$ cat config.mk
export PLATFORM = sky130hd
export DESIGN_NAME = kws_mul_arbiter_flat
export DESIGN_NICKNAME = d
export VERILOG_FILES = /design/src/rtl/kws_mul_arb_pkg.sv /design/src/rtl/kws_mul_arbiter_if.sv /design/src/rtl/kws_mul_core.sv /design/src/rtl/kws_mul_arbiter.sv /design/src/flat_wrapper.sv
export SDC_FILE = /design/constraint.sdc
export NUM_CORES = 1
export LEC_CHECK = 0
export CAP_MARGIN = 20
export CORE_MARGIN = 8
export CORE_UTILIZATION = 54
export DETAILED_ROUTE_END_ITERATION = 10
export HOLD_SLACK_MARGIN = 0.02
export PLACE_DENSITY = 0.79
export SLEW_MARGIN = 40
export SYNTH_ARGS = -nofsm -noshare
export SYNTH_HDL_FRONTEND = slang
export SYNTH_SLANG_ARGS = --single-unit
export TNS_END_PERCENT = 20
$ cat constraint.sdc
create_clock -name ap_clk -period 6.73 [get_ports ap_clk]
set_input_delay 1.346 -clock ap_clk [delete_from_list [all_inputs] [get_ports ap_clk]]
set_output_delay 1.346 -clock ap_clk [all_outputs]
set_load 0.02 [all_outputs]
$ cat src/rtl/kws_mul_arb_pkg.sv
// Shared widths and stage record types for the KWS multiplier arbiter.
// Stage records are sized from the package defaults, which the top uses as its parameter defaults.
package kws_mul_arb_pkg;

    localparam int NUM_REQ_DEF = 4;
    localparam int A_W_DEF     = 10;
    localparam int B_W_DEF     = 12;
    localparam int P_W_DEF     = A_W_DEF + B_W_DEF;
    localparam int ID_W_DEF    = $clog2(NUM_REQ_DEF);

    typedef struct packed {
        logic                valid;
        logic [ID_W_DEF-1:0] id;
        logic [A_W_DEF-1:0]  a;
        logic [B_W_DEF-1:0]  b;
    } stage_t;

    typedef struct packed {
        logic                valid;
        logic [ID_W_DEF-1:0] id;
        logic [P_W_DEF-1:0]  p;
    } prod_t;

endpackage

$ cat src/rtl/kws_mul_arbiter_if.sv
// Operand request channels, product response channel and busy flag of the multiplier arbiter.
// master: requesters plus response consumer; slave: the arbiter itself.
interface kws_mul_arbiter_if
    import kws_mul_arb_pkg::*;
#(
    parameter int NUM_REQ = NUM_REQ_DEF,
    parameter int A_W     = A_W_DEF,
    parameter int B_W     = B_W_DEF,
    parameter int P_W     = P_W_DEF,
    parameter int ID_W    = $clog2(NUM_REQ)
);
    logic [NUM_REQ-1:0]     req_valid;
    logic [NUM_REQ-1:0]     req_ready;
    logic [NUM_REQ*A_W-1:0] req_a;
    logic [NUM_REQ*B_W-1:0] req_b;
    logic                   rsp_valid;
    logic                   rsp_ready;
    logic [P_W-1:0]         rsp_p;
    logic [ID_W-1:0]        rsp_id;
    logic                   busy;

    modport master (
        output req_valid, req_a, req_b, rsp_ready,
        input  req_ready, rsp_valid, rsp_p, rsp_id, busy
    );

    modport slave (
        input  req_valid, req_a, req_b, rsp_ready,
        output req_ready, rsp_valid, rsp_p, rsp_id, busy
    );
endinterface

$ cat src/rtl/kws_mul_core.sv
// Purpose: combinational unsigned A_W x B_W full-width multiplier, kept standalone for DSP mapping.
// Latency: 0 cycles (purely combinational).
// Backpressure: none; operands come from and product goes to the arbiter's registers.
module kws_mul_core #(
    parameter int A_W = 10,
    parameter int B_W = 12,
    parameter int P_W = 22
) (
    input  logic [A_W-1:0] a,
    input  logic [B_W-1:0] b,
    output logic [P_W-1:0] p
);
    assign p = P_W'(a) * P_W'(b);
endmodule

$ cat src/rtl/kws_mul_arbiter.sv
// Purpose: round-robin arbiter sharing one unsigned multiplier among NUM_REQ valid/ready requesters.
// Latency: accept to rsp_valid 1 cycle; 2 cycles with KWS_MUL_ARB_PIPE2_EN (extra product stage).
// Backpressure: elastic stages; a stalled response lets the stages fill, then every req_ready drops.
module kws_mul_arbiter
    import kws_mul_arb_pkg::*;
#(
    parameter int NUM_REQ = NUM_REQ_DEF,
    parameter int A_W     = A_W_DEF,
    parameter int B_W     = B_W_DEF,
    parameter int P_W     = P_W_DEF,
    parameter int ID_W    = $clog2(NUM_REQ)
) (
    input  logic             ap_clk,
    input  logic             ap_rst_n,
    kws_mul_arbiter_if.slave bus
);
    localparam logic [ID_W:0]   NUM_REQ_L = (ID_W+1)'(NUM_REQ);
    localparam logic [ID_W-1:0] LAST_IDX  = ID_W'(NUM_REQ - 1);

    logic [ID_W-1:0]    rr_ptr;
    logic [ID_W-1:0]    gnt_idx;
    logic               gnt_found;
    logic [ID_W:0]      scan_idx;
    logic [NUM_REQ-1:0] ready_vec;
    logic               s1_ready;
    logic               out_ready;
    logic               accept;
    logic               stage_busy;
    logic [P_W-1:0]     product;
    stage_t             s1_q;
    stage_t             s1_d;
    prod_t              out_src;
    prod_t              out_q;

    // First valid requester at or after rr_ptr, wrapping modulo NUM_REQ.
    always_comb begin
        gnt_found = 1'b0;
        gnt_idx   = '0;
        scan_idx  = '0;
        for (int k = 0; k < NUM_REQ; k++) begin
            scan_idx = {1'b0, rr_ptr} + (ID_W+1)'(k);
            if (scan_idx >= NUM_REQ_L) begin
                scan_idx = scan_idx - NUM_REQ_L;
            end
            if (!gnt_found && bus.req_valid[scan_idx[ID_W-1:0]]) begin
                gnt_found = 1'b1;
                gnt_idx   = scan_idx[ID_W-1:0];
            end
        end
    end

    // Ready is held off during reset so nothing can be accepted into a flushing pipe.
    assign accept = gnt_found & s1_ready & ap_rst_n;

    always_comb begin
        ready_vec = '0;
        if (accept) begin
            ready_vec[gnt_idx] = 1'b1;
        end
    end

    assign bus.req_ready = ready_vec;

    always_ff @(posedge ap_clk or negedge ap_rst_n) begin
        if (!ap_rst_n) begin
            rr_ptr <= '0;
        end else if (accept) begin
            rr_ptr <= (gnt_idx == LAST_IDX) ? '0 : gnt_idx + 1'b1;
        end
    end

    always_comb begin
        s1_d       = '0;
        s1_d.valid = accept;
        s1_d.id    = gnt_idx;
        s1_d.a     = bus.req_a[gnt_idx*A_W +: A_W];
        s1_d.b     = bus.req_b[gnt_idx*B_W +: B_W];
    end

    always_ff @(posedge ap_clk or negedge ap_rst_n) begin
        if (!ap_rst_n) begin
            s1_q <= '0;
        end else if (s1_ready) begin
            s1_q <= s1_d;
        end
    end

    kws_mul_core #(
        .A_W (A_W),
        .B_W (B_W),
        .P_W (P_W)
    ) u_mul (
        .a (s1_q.a),
        .b (s1_q.b),
        .p (product)
    );

    assign out_ready = bus.rsp_ready | ~out_q.valid;

`ifdef KWS_MUL_ARB_PIPE2_EN
    prod_t s2_q;
    logic  s2_ready;

    // Breaks the S1 -> multiplier -> output path with one more elastic register.
    assign s2_ready = ~s2_q.valid | out_ready;
    assign s1_ready = ~s1_q.valid | s2_ready;

    always_ff @(posedge ap_clk or negedge ap_rst_n) begin
        if (!ap_rst_n) begin
            s2_q <= '0;
        end else if (s2_ready) begin
            s2_q.valid <= s1_q.valid;
            if (s1_q.valid) begin
                s2_q.id <= s1_q.id;
                s2_q.p  <= product;
            end
        end
    end

    assign out_src    = s2_q;
    assign stage_busy = s1_q.valid | s2_q.valid;
`else
    assign s1_ready = ~s1_q.valid | out_ready;

    always_comb begin
        out_src       = '0;
        out_src.valid = s1_q.valid;
        out_src.id    = s1_q.id;
        out_src.p     = product;
    end

    assign stage_busy = s1_q.valid;
`endif

    // Payload only moves with a valid entry so a stalled response stays stable.
    always_ff @(posedge ap_clk or negedge ap_rst_n) begin
        if (!ap_rst_n) begin
            out_q <= '0;
        end else if (out_ready) begin
            out_q.valid <= out_src.valid;
            if (out_src.valid) begin
                out_q.id <= out_src.id;
                out_q.p  <= out_src.p;
            end
        end
    end

    assign bus.rsp_valid = out_q.valid;
    assign bus.rsp_p     = out_q.p;
    assign bus.rsp_id    = out_q.id;
    assign bus.busy      = stage_busy | out_q.valid;

endmodule

$ cat src/flat_wrapper.sv
// flat-port wrapper written by rule: the top's interface ports become plain ports
module kws_mul_arbiter_flat import kws_mul_arb_pkg::*;
#(
    parameter int NUM_REQ = NUM_REQ_DEF,
    parameter int A_W     = A_W_DEF,
    parameter int B_W     = B_W_DEF,
    parameter int P_W     = P_W_DEF,
    parameter int ID_W    = $clog2(NUM_REQ)
)
  (ap_clk, ap_rst_n, bus_req_valid, bus_req_a, bus_req_b, bus_rsp_ready, bus_req_ready, bus_rsp_valid, bus_rsp_p, bus_rsp_id, bus_busy);
  kws_mul_arbiter_if #(.NUM_REQ(NUM_REQ), .A_W(A_W), .B_W(B_W), .P_W(P_W), .ID_W(ID_W)) bus_i ();
  input  logic ap_clk;
  input  logic ap_rst_n;
  input wire logic [$bits(bus_i.req_valid)-1:0] bus_req_valid;
  input wire logic [$bits(bus_i.req_a)-1:0] bus_req_a;
  input wire logic [$bits(bus_i.req_b)-1:0] bus_req_b;
  input wire logic [$bits(bus_i.rsp_ready)-1:0] bus_rsp_ready;
  output wire logic [$bits(bus_i.req_ready)-1:0] bus_req_ready;
  output wire logic [$bits(bus_i.rsp_valid)-1:0] bus_rsp_valid;
  output wire logic [$bits(bus_i.rsp_p)-1:0] bus_rsp_p;
  output wire logic [$bits(bus_i.rsp_id)-1:0] bus_rsp_id;
  output wire logic [$bits(bus_i.busy)-1:0] bus_busy;
  assign bus_i.req_valid = bus_req_valid;
  assign bus_i.req_a = bus_req_a;
  assign bus_i.req_b = bus_req_b;
  assign bus_i.rsp_ready = bus_rsp_ready;
  assign bus_req_ready = bus_i.req_ready;
  assign bus_rsp_valid = bus_i.rsp_valid;
  assign bus_rsp_p = bus_i.rsp_p;
  assign bus_rsp_id = bus_i.rsp_id;
  assign bus_busy = bus_i.busy;
  kws_mul_arbiter #(.NUM_REQ(NUM_REQ), .A_W(A_W), .B_W(B_W), .P_W(P_W), .ID_W(ID_W)) u_core (.ap_clk(ap_clk), .ap_rst_n(ap_rst_n), .bus(bus_i));
endmodule
==> results_dict.tcl <==
set metrics [dict create \
    cts_buffers 5 \
    final_layout_size_suffix_gt1_share_pct 3.838 \
    synth_seq_area_share_pct 19.48 \
    status "finished, final reports clean" \
    cp-endpoint "u_core.bus.rsp_p[17]" \
    max_freq_mhz 188.8 \
    dp_hpwl_um 13100 \
    synth_flop_cell "dfrtp_1" \
    synthCells 823 \
    multi_input_area_sq_um 4860 \
    hp-class "flop to flop" \
    die-area_sq_um 16190 \
    cap_violations 0 \
    initial_core_util_pct 55.39 \
    syn_area_sq_um 6681 \
    required_ns 6.90 \
    tightest_slew_ns 0.6829 \
    fin_cells 1080 \
    grt_remaining_overflow 0 \
    clkSinkCount 52 \
    synth_cell_types 46 \
    clock_tree.buffer_depth 2 \
    synth.avg_cell_area_sq_um 8.118 \
    cts_root_buf "clkbuf_16" \
    place.gp.congestion 0.8623 \
    cts_hold_buf 0 \
    critPathCaptureType "flop" \
    placed_cells_incl_taps 1072 \
    fin_util_pct 67.70 \
    grt.total_usage_pct 20.77 \
    dr_total_vias 5573 \
    maxSlewViolCount 0 \
    antenna_found_initial 0 \
    die_x_um 127.2 \
    reg2regPathDepth 17 \
    syn-num-nets 1057 \
    rsz0062_at_grt "false" \
    start_kind "flop" \
    areaGrowthSynthToFinish_pct 22.21 \
    synthArstFlopShare_pct 100.0 \
    final_cell_mix "nand2_1 (162), clkdlybuf4s50_1 (123), inv_1 (88)" \
    wl_per_cell_um 14.84 \
    grt_max_degree 53 \
    drc 0 \
    r2r_slack_ns 1.43 \
    core-area_sq_um 12060 \
    cts_tree "yes" \
    setup_viol 0 \
    final_common_cell "nand2_1" \
    r2r_start "u_core.s1_q[21]" \
    clock-skew-final_ns 0.006805 \
    cp_max_fo 13 \
    portBuffers 124 \
    chipHeight_um 127.2 \
    critPathArrivalTime_ns 5.47 \
    grt_pass1_vias 5731 \
    ys_seq_elements 52 \
    min_period_over_period_pct 78.69 \
    wl_um 16020 \
    regArea_sq_um 1301 \
    critPathKind "flop to flop" \
    antennaDiodeCount 0 \
    rows 40 \
    h-tree-depth 2 \
    nets 1145 \
    tns_ns 0 \
    grt_pass1_wl_um 27580 \
    nFillCells 978 \
    min_period_ns 5.296 \
    cts_resized 0 \
    drt_first_pass_iters 5 \
    first_iter_violations 278 \
    relSlewSlack_pct 54.47 \
    ant_nets 0 \
    synth_edf_count 0 \
    r2r_end "u_core.bus.rsp_p[17]" \
    via_per_inst 5.160 \
    critPathLaunch "u_core.s1_q[21]" \
    clk_pin_slew_ns 0.07 \
    hold_viol_final 0 \
    yosysWarnings 0 \
    clock_latency_ns 0.30 \
    pin_count 125 \
    post_cts.repair.setup_buffers 0 \
]
[cells by family (layout without fill, tap and decap cells)]
family                   after synthesis  count (layout)  share of synthesized area [%]
AND/OR/NAND/NOR                      342             342                          22.79
buffers and inverters                141             230                          8.109
adder cells (fa/ha/maj)              139             139                          34.79
AO/OA/AOI/OAI                        125             125                          11.50
flip-flops                            52              52                          19.48
XOR/XNOR                              19              19                          2.491
multiplexers                           5               5                         0.8426
[cell type report]
type                            instances  share of cell area (%)
Multi-Input combinational cell        630                   59.52
Sequential cell                        52                   15.94
Timing Repair Buffer                  130                   15.69
Inverter                               92                   4.229
Tap cell                              168                   2.574
Clock buffer                            6                   1.578
Clock inverter                          2                  0.4750
[through the flow]
stage | hold WS, ns | area, sq um | setup slack (ns)
global route | 0.5078 | 8165 | 1.028
detailed placement | 0.4743 | 7998 | 1.434
CTS | 0.4900 | 8165 | 1.429
finish | 0.4831 | 8165 | 1.434
global placement | 0.4653 | 7995 | 1.536
floorplan | 0.4485 | 6681 | 1.644
[Yosys cell counts, types with 2 or more instances]
master    number  area (sq um)
nand3_1       24         120.1
nand2b_1       3         18.77
a211o_1        2         17.52
a21o_1        17         127.6
inv_1         88         330.3
xnor2_1        9         78.83
xor2_1        10         87.58
inv_2          4         15.01
nand4_1        4         25.02
and3_1         2         12.51
a21oi_2        3         26.28
a21oi_1       14         70.07
and2_1        62         387.9
buf_2         10         50.05
or3_1          2         12.51
nor2_1        74         277.8
o21ai_0        3         15.01
fa_1          78          1562
nand2_1      163         611.8
buf_1          4         15.01
mux2_1         5         56.30
o211ai_1       2         15.01
o21ai_1       70         350.3
ha_1          61         763.2
nor3_1         3         15.01
dfrtp_1       52          1301
clkbuf_1      35         131.4
[registers in the layout, summed over array words and instances, names as in the netlist]
signal                flops
u_core.bus.rsp_p         22
u_core.s1_q              22
u_core.bus.rsp_id         2
u_core.out_src            2
u_core.rr_ptr             2
u_core.bus.rsp_valid      1
u_core.stage_busy         1
[per-layer routing]
| metal | wire length [um] | vias up | track usage (%) |
|---|---|---|---|
| met5 | 0 | - | 0 |
| met4 | 228 | 0 | 4.199 |
| met3 | 1116 | 15 | 5.324 |
| met2 | 7915 | 158 | 35.26 |
| met1 | 6763 | 2629 | 26.19 |
| li1 | - | 2771 | - |
[worst min path at each step]
stage	from	end	depth (start not counted)
floorplan	u_core.out_src[22]	u_core.out_src[22]	2
global placement	u_core.bus.rsp_p[11]	u_core.bus.rsp_p[11]	2
detailed placement	u_core.bus.rsp_p[12]	u_core.bus.rsp_p[12]	2
CTS	u_core.bus.rsp_p[13]	u_core.bus.rsp_p[13]	2
global route	u_core.bus.rsp_p[13]	u_core.bus.rsp_p[13]	2
finish	u_core.bus.rsp_p[9]	u_core.bus.rsp_p[9]	2
[critical path, cell delays in order (launching register included)]
cell	delay, ns
dfrtp_1	0.56
nand2_1	0.13
fa_1	0.53
fa_1	0.56
inv_1	0.06
fa_1	0.50
fa_1	0.54
inv_1	0.05
fa_1	0.52
inv_1	0.04
ha_1	0.35
a21oi_1	0.21
nand2_1	0.14
o2bb2ai_2	0.15
a41o_2	0.27
o211ai_2	0.16
nor3_1	0.06
or3_1	0.35
Power is left out: the tool's default activity adds up to more than one toggle a clock period on the data nets, which glitch-free logic cannot reach.
